$ cat src/rtl/nco_sweep_ctrl.sv
// Phase-accumulator controller for the 256-entry sin/cos lookup table.
// Produces sin/cos table addresses in fixed-tone or linear-sweep (chirp) mode,
// with a programmable cos-address offset for I/Q phase-imbalance trim.
module nco_sweep_ctrl #(
  parameter int unsigned ACC_W = 24,
  parameter int unsigned CNT_W = 16
) (
  input  logic             clk,
  input  logic             rst,
  input  logic             cfg_valid,
  output logic             cfg_ready,
  input  logic [ACC_W-1:0] cfg_ftw,
  input  logic [ACC_W-1:0] cfg_step,
  input  logic [CNT_W-1:0] cfg_count,
  input  logic [7:0]       cfg_qoff,
  input  logic             cfg_mode,
  input  logic             start,
  input  logic             stop,
  output logic [7:0]       sval,
  output logic [7:0]       cval,
  output logic             sample_stb,
  output logic             busy,
  output logic             done
);

  typedef enum logic [1:0] {StIdle, StArmed, StRun, StSweep} state_e;

  state_e           state_q, state_d;
  logic [ACC_W-1:0] acc_q, acc_d;
  logic [ACC_W-1:0] ftw_cur_q, ftw_cur_d;
  logic [CNT_W-1:0] cnt_q, cnt_d;
  logic [ACC_W-1:0] ftw_reg_q, ftw_reg_d;
  logic [ACC_W-1:0] step_reg_q, step_reg_d;
  logic [CNT_W-1:0] count_reg_q, count_reg_d;
  logic [7:0]       qoff_reg_q, qoff_reg_d;
  logic             mode_reg_q, mode_reg_d;
  logic             done_q, done_d;
  logic             cfg_fire;

  assign cfg_ready  = (state_q == StIdle) || (state_q == StArmed);
  assign cfg_fire   = cfg_valid && cfg_ready;
  assign busy       = (state_q == StRun) || (state_q == StSweep);
  assign sample_stb = busy;
  assign done       = done_q;
  assign sval       = acc_q[ACC_W-1 -: 8];
  assign cval       = sval + qoff_reg_q;

  // Next-state logic: config handshake first, then start/stop and accumulation.
  always_comb begin
    state_d     = state_q;
    acc_d       = acc_q;
    ftw_cur_d   = ftw_cur_q;
    cnt_d       = cnt_q;
    ftw_reg_d   = ftw_reg_q;
    step_reg_d  = step_reg_q;
    count_reg_d = count_reg_q;
    qoff_reg_d  = qoff_reg_q;
    mode_reg_d  = mode_reg_q;
    done_d      = 1'b0;

    if (cfg_fire) begin
      // A handshake in ARMED wins over a same-cycle start.
      ftw_reg_d   = cfg_ftw;
      step_reg_d  = cfg_step;
      count_reg_d = cfg_count;
      qoff_reg_d  = cfg_qoff;
      mode_reg_d  = cfg_mode;
      state_d     = StArmed;
    end else begin
      unique case (state_q)
        StIdle: ;
        StArmed: begin
          if (start && !stop) begin
            acc_d     = '0;
            ftw_cur_d = ftw_reg_q;
            cnt_d     = count_reg_q;
            if (!mode_reg_q) begin
              state_d = StRun;
            end else if (count_reg_q == '0) begin
              // Empty sweep: report completion without generating samples.
              done_d = 1'b1;
            end else begin
              state_d = StSweep;
            end
          end
        end
        StRun: begin
          if (stop) begin
            state_d = StArmed;
            acc_d   = '0;
          end else begin
            acc_d = acc_q + ftw_cur_q;
          end
        end
        StSweep: begin
          if (stop) begin
            state_d = StArmed;
            acc_d   = '0;
          end else if (cnt_q == CNT_W'(1)) begin
            state_d = StArmed;
            acc_d   = '0;
            cnt_d   = '0;
            done_d  = 1'b1;
          end else begin
            acc_d     = acc_q + ftw_cur_q;
            ftw_cur_d = ftw_cur_q + step_reg_q;
            cnt_d     = cnt_q - CNT_W'(1);
          end
        end
        default: state_d = StIdle;
      endcase
    end
  end

  // State and datapath registers with synchronous reset.
  always_ff @(posedge clk) begin
    if (rst) begin
      state_q     <= StIdle;
      acc_q       <= '0;
      ftw_cur_q   <= '0;
      cnt_q       <= '0;
      ftw_reg_q   <= '0;
      step_reg_q  <= '0;
      count_reg_q <= '0;
      qoff_reg_q  <= '0;
      mode_reg_q  <= 1'b0;
      done_q      <= 1'b0;
    end else begin
      state_q     <= state_d;
      acc_q       <= acc_d;
      ftw_cur_q   <= ftw_cur_d;
      cnt_q       <= cnt_d;
      ftw_reg_q   <= ftw_reg_d;
      step_reg_q  <= step_reg_d;
      count_reg_q <= count_reg_d;
      qoff_reg_q  <= qoff_reg_d;
      mode_reg_q  <= mode_reg_d;
      done_q      <= done_d;
    end
  end

endmodule

$ cat config.mk
export PLATFORM = sky130hd
export DESIGN_NAME = nco_sweep_ctrl
export DESIGN_NICKNAME = d
export VERILOG_FILES = /design/src/rtl/nco_sweep_ctrl.sv
export SDC_FILE = /design/constraint.sdc
export NUM_CORES = 1
export LEC_CHECK = 0
export ABC_AREA = 1
export BUFFER_PORTS_ARGS = -buffer_cell sky130_fd_sc_hd__buf_2
export CELL_PAD_IN_SITES_DETAIL_PLACEMENT = 2
export CELL_PAD_IN_SITES_GLOBAL_PLACEMENT = 2
export CORE_MARGIN = 2
export CORE_UTILIZATION = 35
export DETAILED_ROUTE_END_ITERATION = 7
export PLACE_DENSITY_LB_ADDON = 0.15
export RECOVER_POWER = 50
export SYNTH_ARGS = -nofsm -noshare
export SYNTH_HDL_FRONTEND = slang
export SYNTH_SLANG_ARGS = --single-unit
export TNS_END_PERCENT = 50
$ cat constraint.sdc
create_clock -name clk -period 5.62 [get_ports clk]
set_input_delay 1.124 -clock clk [delete_from_list [all_inputs] [get_ports clk]]
set_output_delay 1.124 -clock clk [all_outputs]
set_load 0.05 [all_outputs]
; ---- Word-level counts from Yosys, hierarchy flattened
; Cells that the tools add are included.
[op_classes]
reduce_logical = 16
n_eq_ne = 14
n_bitwise = 1
n_addsub = 4
mux = 27
[op_table]
columns = cell, count
row1 = $mux W24, 7
row2 = $pmux W24 S3, 1
row3 = $add A24 B24 Y24, 2
row4 = $mux W16, 3
row5 = $pmux W24 S2, 1
row6 = $pmux W16 S2, 1
row7 = $eq A16 B1 Y1 const B, 1
row8 = $logic_not A16 Y1, 1
row9 = $sub A16 B1 Y16 const B, 1
row10 = $reduce_and A5 Y1, 3
row11 = $mux W2, 6
row12 = $add A8 B8 Y8, 1
row13 = $mux W1, 6
row14 = $ne A2 B2 Y1 const B, 3
row15 = $ne A3 B2 Y1 const B, 2
row16 = $ne A3 B3 Y1 const B, 2
row17 = $pmux W2 S3, 1
row18 = $eq A2 B2 Y1 const B, 2
row19 = $ne A4 B3 Y1 const B, 1
row20 = $ne A4 B4 Y1 const B, 1
row21 = $reduce_and A4 Y1, 1
row22 = $reduce_bool A4 Y1, 1
row23 = $reduce_and A3 Y1, 1
row24 = $reduce_bool A3 Y1, 1
row25 = other kinds (10), 12
[totals]
output_inout_bits = 20
in_bits = 78
word_cells = 73
regBits = 140

; ---- Longest topological paths before layout
; Gate-level depths: netlist of the first run.
[logic_depth]
ltp_word = 6
ltp_mapped = 14
mapped_depth_nobuf = 14

; ---- Worst setup path after synthesis of the first run
; OpenSTA, ideal clock, no wires.
[synth_path]
path_kind = reg-to-output
start = register acc_q[16]
end = output cval[6]
slack_ns = 2.249
required_ns = 4.496
n_path_buf = 0
arrival_ns = 2.247
path_stages_with_launch = 9
path_cell_list = dfxtp_1 -> ha_1 -> inv_1 -> fa_1 -> o21ai_0 -> a21oi_1 -> nor2_1 -> nor2_1 -> xnor2_1
[synth_via]
elab_chain_len = 1
[synth_lines]
columns = item, line
row1 = from (decl), 29  ; logic [ACC_W-1:0] acc_q, acc_d;
row2 = from (signal assigned), 119  ; acc_q <= '0;
row3 = from (signal assigned), 130  ; acc_q <= acc_d;
row4 = $add A8 B8 Y8, 46  ; assign cval = sval + qoff_reg_q;
row5 = to (decl), 20  ; output logic [7:0] cval,
; Every way passes these cells.

==> reports/metrics.cfg, run 1 <==
[grt]
grt_pass1_vias=10400
grt_max_degree=66
track_usage_pct=26.82
overflow=0
grt_pass1_wl_um=56580
antenna_found_initial=1

[cells_and_area]
drive_gt1_share_pct=9.359
final_cell_mix=nand2_1, nor2_1, inv_1
multi_input_area_um2=5424
final_cells=1864
fin_util_pct=40.14
regArea_um2=2803
fillerInstances=3223
final_nets=1651
layout_commonest_cell=nand2_1
area_growth_syn_to_layout_pct=13.83

[timing]
rsz0062_at_grt=false
holdWs_ps=464.8
fin_tns_setup_ps=0
max_freq_ghz=0.2317
max_slew_margin_pct=-28.86
worstMarginPinSlew_ps=1933
setup_viol=0
slew_viol_final=79
fin_crit_sh_pct=76.81
hold_violations=0
layout_min_cycle_time_ps=4317
finClkSkew_ps=14.52

[floorplanning]
ioPinCount=98
coreArea_um2=25840
die_w_um=165.3
design.die.area_um2=27340
die_h_um=165.3
rows=59
start_util_pct=35.26

[clock_network]
clock_latency_ps=450
clock-sinks=140
htree_levels=4
clk_pin_slew_ps=70
cts_buffers=17
hold_buffers=0
cts_tree=built
ctsResizeCount=0
clk_path_buf_depth=2
postCtsSetupRepairBufs=0
cts-root-buf=clkbuf_16

[power_and_ir_drop]
ir_worst_vdd_v=0.0001694
p_total_mw=2.653
power.leakage_nw=4.937
p_per_area_nw_per_um2=255.8

[logic_synthesis]
yosysSeqAreaShare_pct=30.76
syn-cell-area_um2=9111
synthDistinctLibCells=38
syn_area_per_cell_um2=6.279
synth_cells=1451
yosys_warnings=0
ys_ff_latch=140
synth_edf_count=0
ys.flop_type=dfxtp_1
synth_nets=1587
async_reset_ff_share_pct=0

[min_path]
min_from=ftw_reg_q[8]
holdCritPathClass=reg -> reg

[flow_run]
maxCapViolCount=2

[routing]
drt_first_iter_violations=448
drc=0
ant_nets=0
dr.pass1.iters=4
wl_per_cell_um=19.13
wl_um=35660
vias=9866
avgViaCountPerCell=5.293

[placement]
dp_hpwl_um=26900
dp.cells=1831
gp_congestion=0.8213
numPortBuffers=97

[setup_path]
cp_max_fo=65
r2r_start=state_q[1]
crit_path_end_kind=register
crit_path_start_kind=primary input
worstSetupStartpoint=rst
path_class=in -> reg
critPathArrivalTime_ps=4630
required_ps=5930

[run_status]
violations=max-capacitance violations, max-slew violations
outcome=finished with violations

[through the flow]
| stage | setup slack (ps) | cell area (µm²) |
|---|---|---|
| 2_1_floorplan | 2249 | 9111 |
| 3_3_place_gp | 2267 | 9789 |
| 3_5_place_dp | 2175 | 9789 |
| 4_1_cts | 1823 | 10390 |
| 5_1_grt | 997.2 | 10370 |
| 6_report | 1303 | 10370 |
[flip-flops by register name, indices dropped and copies added, names as in the netlist]
name and cells:
mode_reg_q 1, state_q 2, done 1, qoff_reg_q 8, step_reg_q 24, cnt_q 16
ftw_cur_q 24, acc_q 24, ftw_reg_q 24, count_reg_q 16
[critical path: stages]
cell,delay (ps)
clkbuf_1,1270
inv_1,1230
buf_4,630
o21ai_0,200
nor2_1,100
[cell usage after synthesis, drive strengths merged, types with 2 or more instances]
cell type | count | share of area [%]
a211oi | 5 | 0.58
a21oi | 150 | 8.2
buf | 18 | 1.4
clkbuf | 39 | 1.6
dfxtp | 140 | 31
fa | 3 | 0.66
ha | 55 | 7.6
inv | 163 | 6.7
nand2 | 345 | 14
nand3 | 73 | 4.0
nand3b | 5 | 0.41
nand4 | 27 | 1.9
nor2 | 237 | 10
nor3 | 9 | 0.49
nor4 | 4 | 0.27
o211ai | 4 | 0.33
o21ai | 136 | 7.5
o21bai | 2 | 0.16
or2 | 7 | 0.48
xnor2 | 8 | 0.77
xor2 | 13 | 1.2
[power breakdown]
part / internal (mW) / switching, mW
clock network: 0.673 / 0.535
logic: 0.116 / 0.240
registers: 1.04 / 0.0454
total: 1.83 / 0.820
[kinds of logic (layout without fill, tap and decap cells)]
logic type	Yosys count	count (layout)	share of synthesized area [%]
flops	140	140	30.76
simple gates	709	709	32.02
fa+ha+maj	58	58	8.212
xor+xnor	21	21	2.019
buf+inv	221	298	9.764
other cells	0	1	0
compound gates	302	302	17.22
[area by class of cell]
class                      instances  area share [%]
antenna                            1         0.02413
sequential                       140           27.02
inverter                         164           5.960
clock buffer                      17           4.102
tap                              335           4.041
clock inverter                    15           1.725
multi-input combinational       1090           52.30
timing repair buffer             102           4.826
[routing by layer]
metal / routed length [µm] / vias to the layer above / part of all wire [%] / global-route usage [%]
met5: 0 / - / 0 / 0
met4: 1036 / 0 / 2.9 / 9.600
li1: - / 4835 / - / -
met3: 1175 / 57 / 3.3 / 3.671
met1: 16020 / 4816 / 45 / 33.47
met2: 17430 / 158 / 49 / 47.18
[path summary, 6_finish.rpt]
path              depth (start not counted)            end  slack, ps
setup / recovery                          5  ftw_reg_q[23]       1300
hold / removal                            2   ftw_reg_q[8]        460
setup reg to reg                          7   ftw_cur_q[4]       1890
hold reg to reg                           2   ftw_reg_q[8]        460
Power figures use the tool's default switching activity.
==> inputs of run 2 (changes only) <==
--- a/config.mk
+++ b/config.mk
@@ -5,12 +5,12 @@
 export SDC_FILE = /design/constraint.sdc
 export NUM_CORES = 1
 export LEC_CHECK = 0
-export ABC_AREA = 1
+export ABC_AREA = 0
 export BUFFER_PORTS_ARGS = -buffer_cell sky130_fd_sc_hd__buf_2
 export CELL_PAD_IN_SITES_DETAIL_PLACEMENT = 2
 export CELL_PAD_IN_SITES_GLOBAL_PLACEMENT = 2
 export CORE_MARGIN = 2
-export CORE_UTILIZATION = 35
+export CORE_UTILIZATION = 31
 export DETAILED_ROUTE_END_ITERATION = 7
 export PLACE_DENSITY_LB_ADDON = 0.15
 export RECOVER_POWER = 50
==> constraint.sdc (replaced) <==
create_clock -name clk -period 3.8 [get_ports clk]
set_input_delay 0.76 -clock clk [delete_from_list [all_inputs] [get_ports clk]]
set_output_delay 0.76 -clock clk [all_outputs]
set_load 0.05 [all_outputs]
==> reports/metrics.cfg, run 2 <==
[logic_synthesis]
synth_nets=1203
syn-cell-area_um2=8212
synth_top_family_by_area=compound AO/OA/AOI/OAI gates
yosys_warnings=0
synthDistinctLibCells=64
ys_top_cells_by_area=dfxtp_1, nand2_1, a21oi_1
synth_cells=1067
synth-xor-area-share_pct=4.693
synthAdderAreaFrac_pct=9.112
yosysSeqAreaShare_pct=34.13
synth_edf_count=0
synth_top_cell_by_area=dfxtp_1
ys.flop_type=dfxtp_1
yosysMostFrequentCell=nand2_1
async_reset_ff_share_pct=0
synth-compound-area-share_pct=25.10
syn_area_per_cell_um2=7.696
ys_ff_latch=140
synth_top_cell_area_share_pct=34.13
yosys.area_share.simple_pct=22.12
muxShareOfSynthArea_pct=0.4876
synth_commonest_cells=nand2_1, a21oi_1, dfxtp_1, nor2_1, clkbuf_1

[setup_path]
crit_path_start_kind=register
cp_max_fo=4
critPathArrivalTime_ps=2520
required_ps=3040
crit_path_end_kind=output port
path_class=reg -> out

[clock_network]
clock-sinks=140
clk_pin_slew_ps=60
clock_latency_ps=440
postCtsSetupRepairBufs=0
cts_tree=built
cts_buffers=17
clk_path_buf_depth=2
hold_buffers=0
ctsResizeCount=0
cts-root-buf=clkbuf_16
htree_levels=4

[placement]
gp_congestion=0.8152
dpl_cell_area_um2=8981
dp_hpwl_um=19790
numPortBuffers=97
place_ws_ps=761.1
dp.cells=1448

[power_and_ir_drop]
p_per_area_nw_per_um2=383.5
p_total_mw=3.663
p_switching_mw=1.028
p_seq_share_pct=43.0
ir_worst_vdd_v=0.0002284
power.internal_mw=2.635
pwr-share-clk_pct=46.7
power.leakage_nw=4.048
swShare_pct=28.06
combPwrFrac_pct=10.3

[min_path]
holdCritPathClass=reg -> reg

[timing]
post-route-worst-setup-slack_ps=521.7
worstMarginPinSlew_ps=1944
max_slew_margin_pct=-29.86
rsz0062_at_grt=false
fin_crit_sh_pct=86.27
setup_viol=0
layout_min_cycle_time_ps=3278
fin_tns_setup_ps=0
max_freq_ghz=0.3050
holdWs_ps=460.8
hold_violations=0
slew_viol_final=26
finClkSkew_ps=14.10

[grt]
antenna_found_initial=0
overflow=0
track_usage_pct=20.02
grt_max_degree=71
grt_pass1_vias=8427
grt_pass1_wl_um=45220

[cells_and_area]
layout_commonest_cell=nand2_1
fin_util_pct=36.66
regArea_um2=2803
area_growth_syn_to_layout_pct=16.33
multi_input_area_um2=5056
design_area_um2=9553
n_antenna_cell=0
final_cells=1480
final_nets=1268
final_cell_mix=nand2_1, a21oi_1, dfxtp_1
fillerInstances=3095
drive_gt1_share_pct=13.80

[floorplanning]
die_w_um=166.8
ioPinCount=98
design.die.area_um2=27810
start_util_pct=31.51
die_h_um=166.8
rows=59
coreArea_um2=26060

[routing]
vias=7839
ant_nets=0
wl_um=27010
wl_per_cell_um=18.25
drc=0
drt_first_iter_violations=324
avgViaCountPerCell=5.297
dr.pass1.iters=4

[run_status]
violations=max-capacitance violations, max-slew violations
outcome=finished with violations

[flow_run]
maxCapViolCount=1

==> run 2: cell count changes after synthesis, moves of 18 or more <==
cell      delta
a21o_1      +30
clkbuf_1    +18
inv_1      -140
nand2_1    -126
nand3_1     -64
nand4_1     -22
nor2_1     -141
o21ai_0     -84
==> run 2: cell type report <==
| class | instances | area share [%] |
|---|---|---|
| timing repair buffer | 114 | 6.444 |
| clock inverter | 12 | 1.310 |
| sequential | 140 | 29.34 |
| inverter | 18 | 0.7073 |
| multi-input combinational | 841 | 52.93 |
| tap | 335 | 4.388 |
| clock buffer | 20 | 4.885 |
==> run 2: worst max-delay path, cell delays in order, from the launching register on <==
cell	delay, ps
dfxtp_1	430
ha_1	220
inv_1	60
fa_1	390
inv_1	80
a21oi_1	70
o21bai_1	200
a21o_1	150
a21oi_1	70
xnor2_1	130
buf_2	280
==> run 2: path summary, 6_finish.rpt <==
check / startpoint / endpoint / slack, ps / cells past startpoint
setup / recovery: acc_q[16] / cval[6] / 520 / 10
hold / removal: ftw_reg_q[17] / ftw_reg_q[17] / 460 / 2
setup reg to reg: ftw_cur_q[0] / acc_q[20] / 710 / 11
hold reg to reg: ftw_reg_q[17] / ftw_reg_q[17] / 460 / 2
==> run 2: logic make-up after synthesis <==
| logic type | Yosys count |
|---|---|
| adders and majority gates | 58 |
| xor gates and xnor gates | 44 |
| muxes | 4 |
| buffers and inverters | 86 |
| AOI/OAI and AO/OA | 323 |
| DFF | 140 |
| and+or+nand+nor | 412 |
==> run 2: power by group through the flow <==
stage               Clock, mW  Combinational (mW)  Sequential [mW]
finish                   1.71               0.377             1.57
global route             1.82               0.430             1.58
CTS                      1.76               0.385             1.57
detailed placement          0               0.382             1.61
global placement            0               0.374             1.61
floorplan                   0               0.258             1.58
==> run 2: routing by layer <==
metal	track usage, %	wire (µm)	part of all wire, %	up-vias
met5	0	0	0	-
met1	27.03	13320	49	3854
li1	-	-	-	3881
met3	2.852	589	2.2	18
met2	33.97	12840	48	86
met4	4.348	256	0.95	0
==> inputs of run 3 (changes only) <==
--- a/config.mk
+++ b/config.mk
@@ -9,7 +9,7 @@
 export BUFFER_PORTS_ARGS = -buffer_cell sky130_fd_sc_hd__buf_2
 export CELL_PAD_IN_SITES_DETAIL_PLACEMENT = 2
 export CELL_PAD_IN_SITES_GLOBAL_PLACEMENT = 2
-export CORE_MARGIN = 2
+export CORE_MARGIN = 10
 export CORE_UTILIZATION = 31
 export DETAILED_ROUTE_END_ITERATION = 7
 export PLACE_DENSITY_LB_ADDON = 0.15
==> constraint.sdc (replaced) <==
create_clock -name clk -period 3.8 [get_ports clk]
set_input_delay 0.19 -clock clk [delete_from_list [all_inputs] [get_ports clk]]
set_output_delay 0.19 -clock clk [all_outputs]
set_load 0.05 [all_outputs]
==> reports/metrics.cfg, run 3 (same netlist as run 2, synthesis figures left out) <==
[timing]
finClkSkew_ps=17.87
worstMarginPinSlew_ps=1444
fin_tns_setup_ps=0
hold_violations=0
layout_min_cycle_time_ps=3223
rsz0062_at_grt=false
fin_crit_sh_pct=84.82
setup_viol=0
max_freq_ghz=0.3103
max_slew_margin_pct=3.493
slew_viol_final=0

[clock_network]
cts_buffers=17
cts-root-buf=clkbuf_16
cts_tree=built
clock-sinks=140
postCtsSetupRepairBufs=0
clk_path_buf_depth=2
clk_pin_slew_ps=70
clock_latency_ps=440
htree_levels=4

[power_and_ir_drop]
p_total_mw=3.763
p_per_area_nw_per_um2=375.7
ir_worst_vdd_v=0.0002713
power.leakage_nw=4.229

[routing]
drt_first_iter_violations=250
wl_per_cell_um=19.25
dr.pass1.iters=4
ant_nets=0
wl_um=29330
vias=8097
drc=0
avgViaCountPerCell=5.313

[setup_path]
path_class=reg -> reg
crit_path_end_kind=register
cp_max_fo=3
critPathArrivalTime_ps=3510
crit_path_start_kind=register
required_ps=4090

[min_path]
holdCritPathClass=in -> reg

[cells_and_area]
final_cells=1524
n_antenna_cell=0
layout_commonest_cell=nand2_1
fillerInstances=3033
final_nets=1314
design_area_um2=10020
drive_gt1_share_pct=12.62
final_cell_mix=nand2_1, a21oi_1, dfxtp_1
area_growth_syn_to_layout_pct=21.99

[flow_run]
maxCapViolCount=0

[floorplanning]
rows=59
design.die.area_um2=33400
ioPinCount=98
die_h_um=182.8
coreArea_um2=26060
start_util_pct=31.51
die_w_um=182.8

[run_status]
outcome=completed

[grt]
grt_max_degree=55
grt_pass1_wl_um=48190
track_usage_pct=17.58
grt_pass1_vias=9042
antenna_found_initial=0
overflow=0

[placement]
dp_hpwl_um=21200
dpl_cell_area_um2=8981
gp_congestion=0.7974
numPortBuffers=97
dp.cells=1448

==> run 3: worst paths after layout <==
path	start	end	slack, ps	cells past startpoint
min	cfg_mode	mode_reg_q	8	3
max	acc_q[0]	acc_q[20]	580	11
min reg2reg	ftw_reg_q[1]	ftw_reg_q[1]	460	2
max reg2reg	acc_q[0]	acc_q[20]	580	11
==> run 3: metal layers <==
metal	track usage [%]	routed length [µm]
met5	0	0
met4	4.100	302
met3	2.933	770
met2	31.06	14350
met1	21.77	13910
==> run 3: final cells by class <==
| class | instances | area (µm²) | share of cell area (%) |
|---|---|---|---|
| Inverter | 18 | 67.56 | 0.6745 |
| Tap cell | 335 | 419.2 | 4.184 |
| Timing Repair Buffer | 160 | 1064 | 10.62 |
| Multi-Input combinational cell | 841 | 5061 | 50.52 |
| Sequential cell | 140 | 2803 | 27.98 |
| Clock buffer | 18 | 439.2 | 4.384 |
| Clock inverter | 12 | 163.9 | 1.636 |
==> run 3: where the power goes <==
group | switching [mW] | leakage [nW] | total, mW | internal [mW]
clock network | 0.716 | 0.294 | 1.77 | 1.05
logic | 0.247 | 2.79 | 0.419 | 0.172
registers | 0.0512 | 1.14 | 1.57 | 1.52
total | 1.01 | 4.23 | 3.76 | 2.75
==> run 3: repair_timing <==
item / CTS / global route
hold buffers: 46 / 0
hold endpoints to repair: 46 / 0
gates resized for setup: 0 / 0
==> run 3: stage by stage <==
stage	setup slack, ps	hold WS, ps	utilization [%]
after floorplan	1110	326.0	-
after global placement	756.2	432.8	34.46
after detailed placement	639.0	438.5	34.46
after CTS	577.3	0.1990	38.55
after global routing	365.6	7.658	38.44
final	576.9	8.289	38.44
==> run 3: worst max-delay path, stage by stage (launching register included) <==
cell and delay (ps):
dfxtp_1 320, ha_1 230, fa_1 430, a21o_1 250, a311oi_2 420, o21bai_1 130, a21oi_1 330, o21ai_1 190
a221o_1 350, a21oi_1 180, xor2_1 170, o21ai_1 70
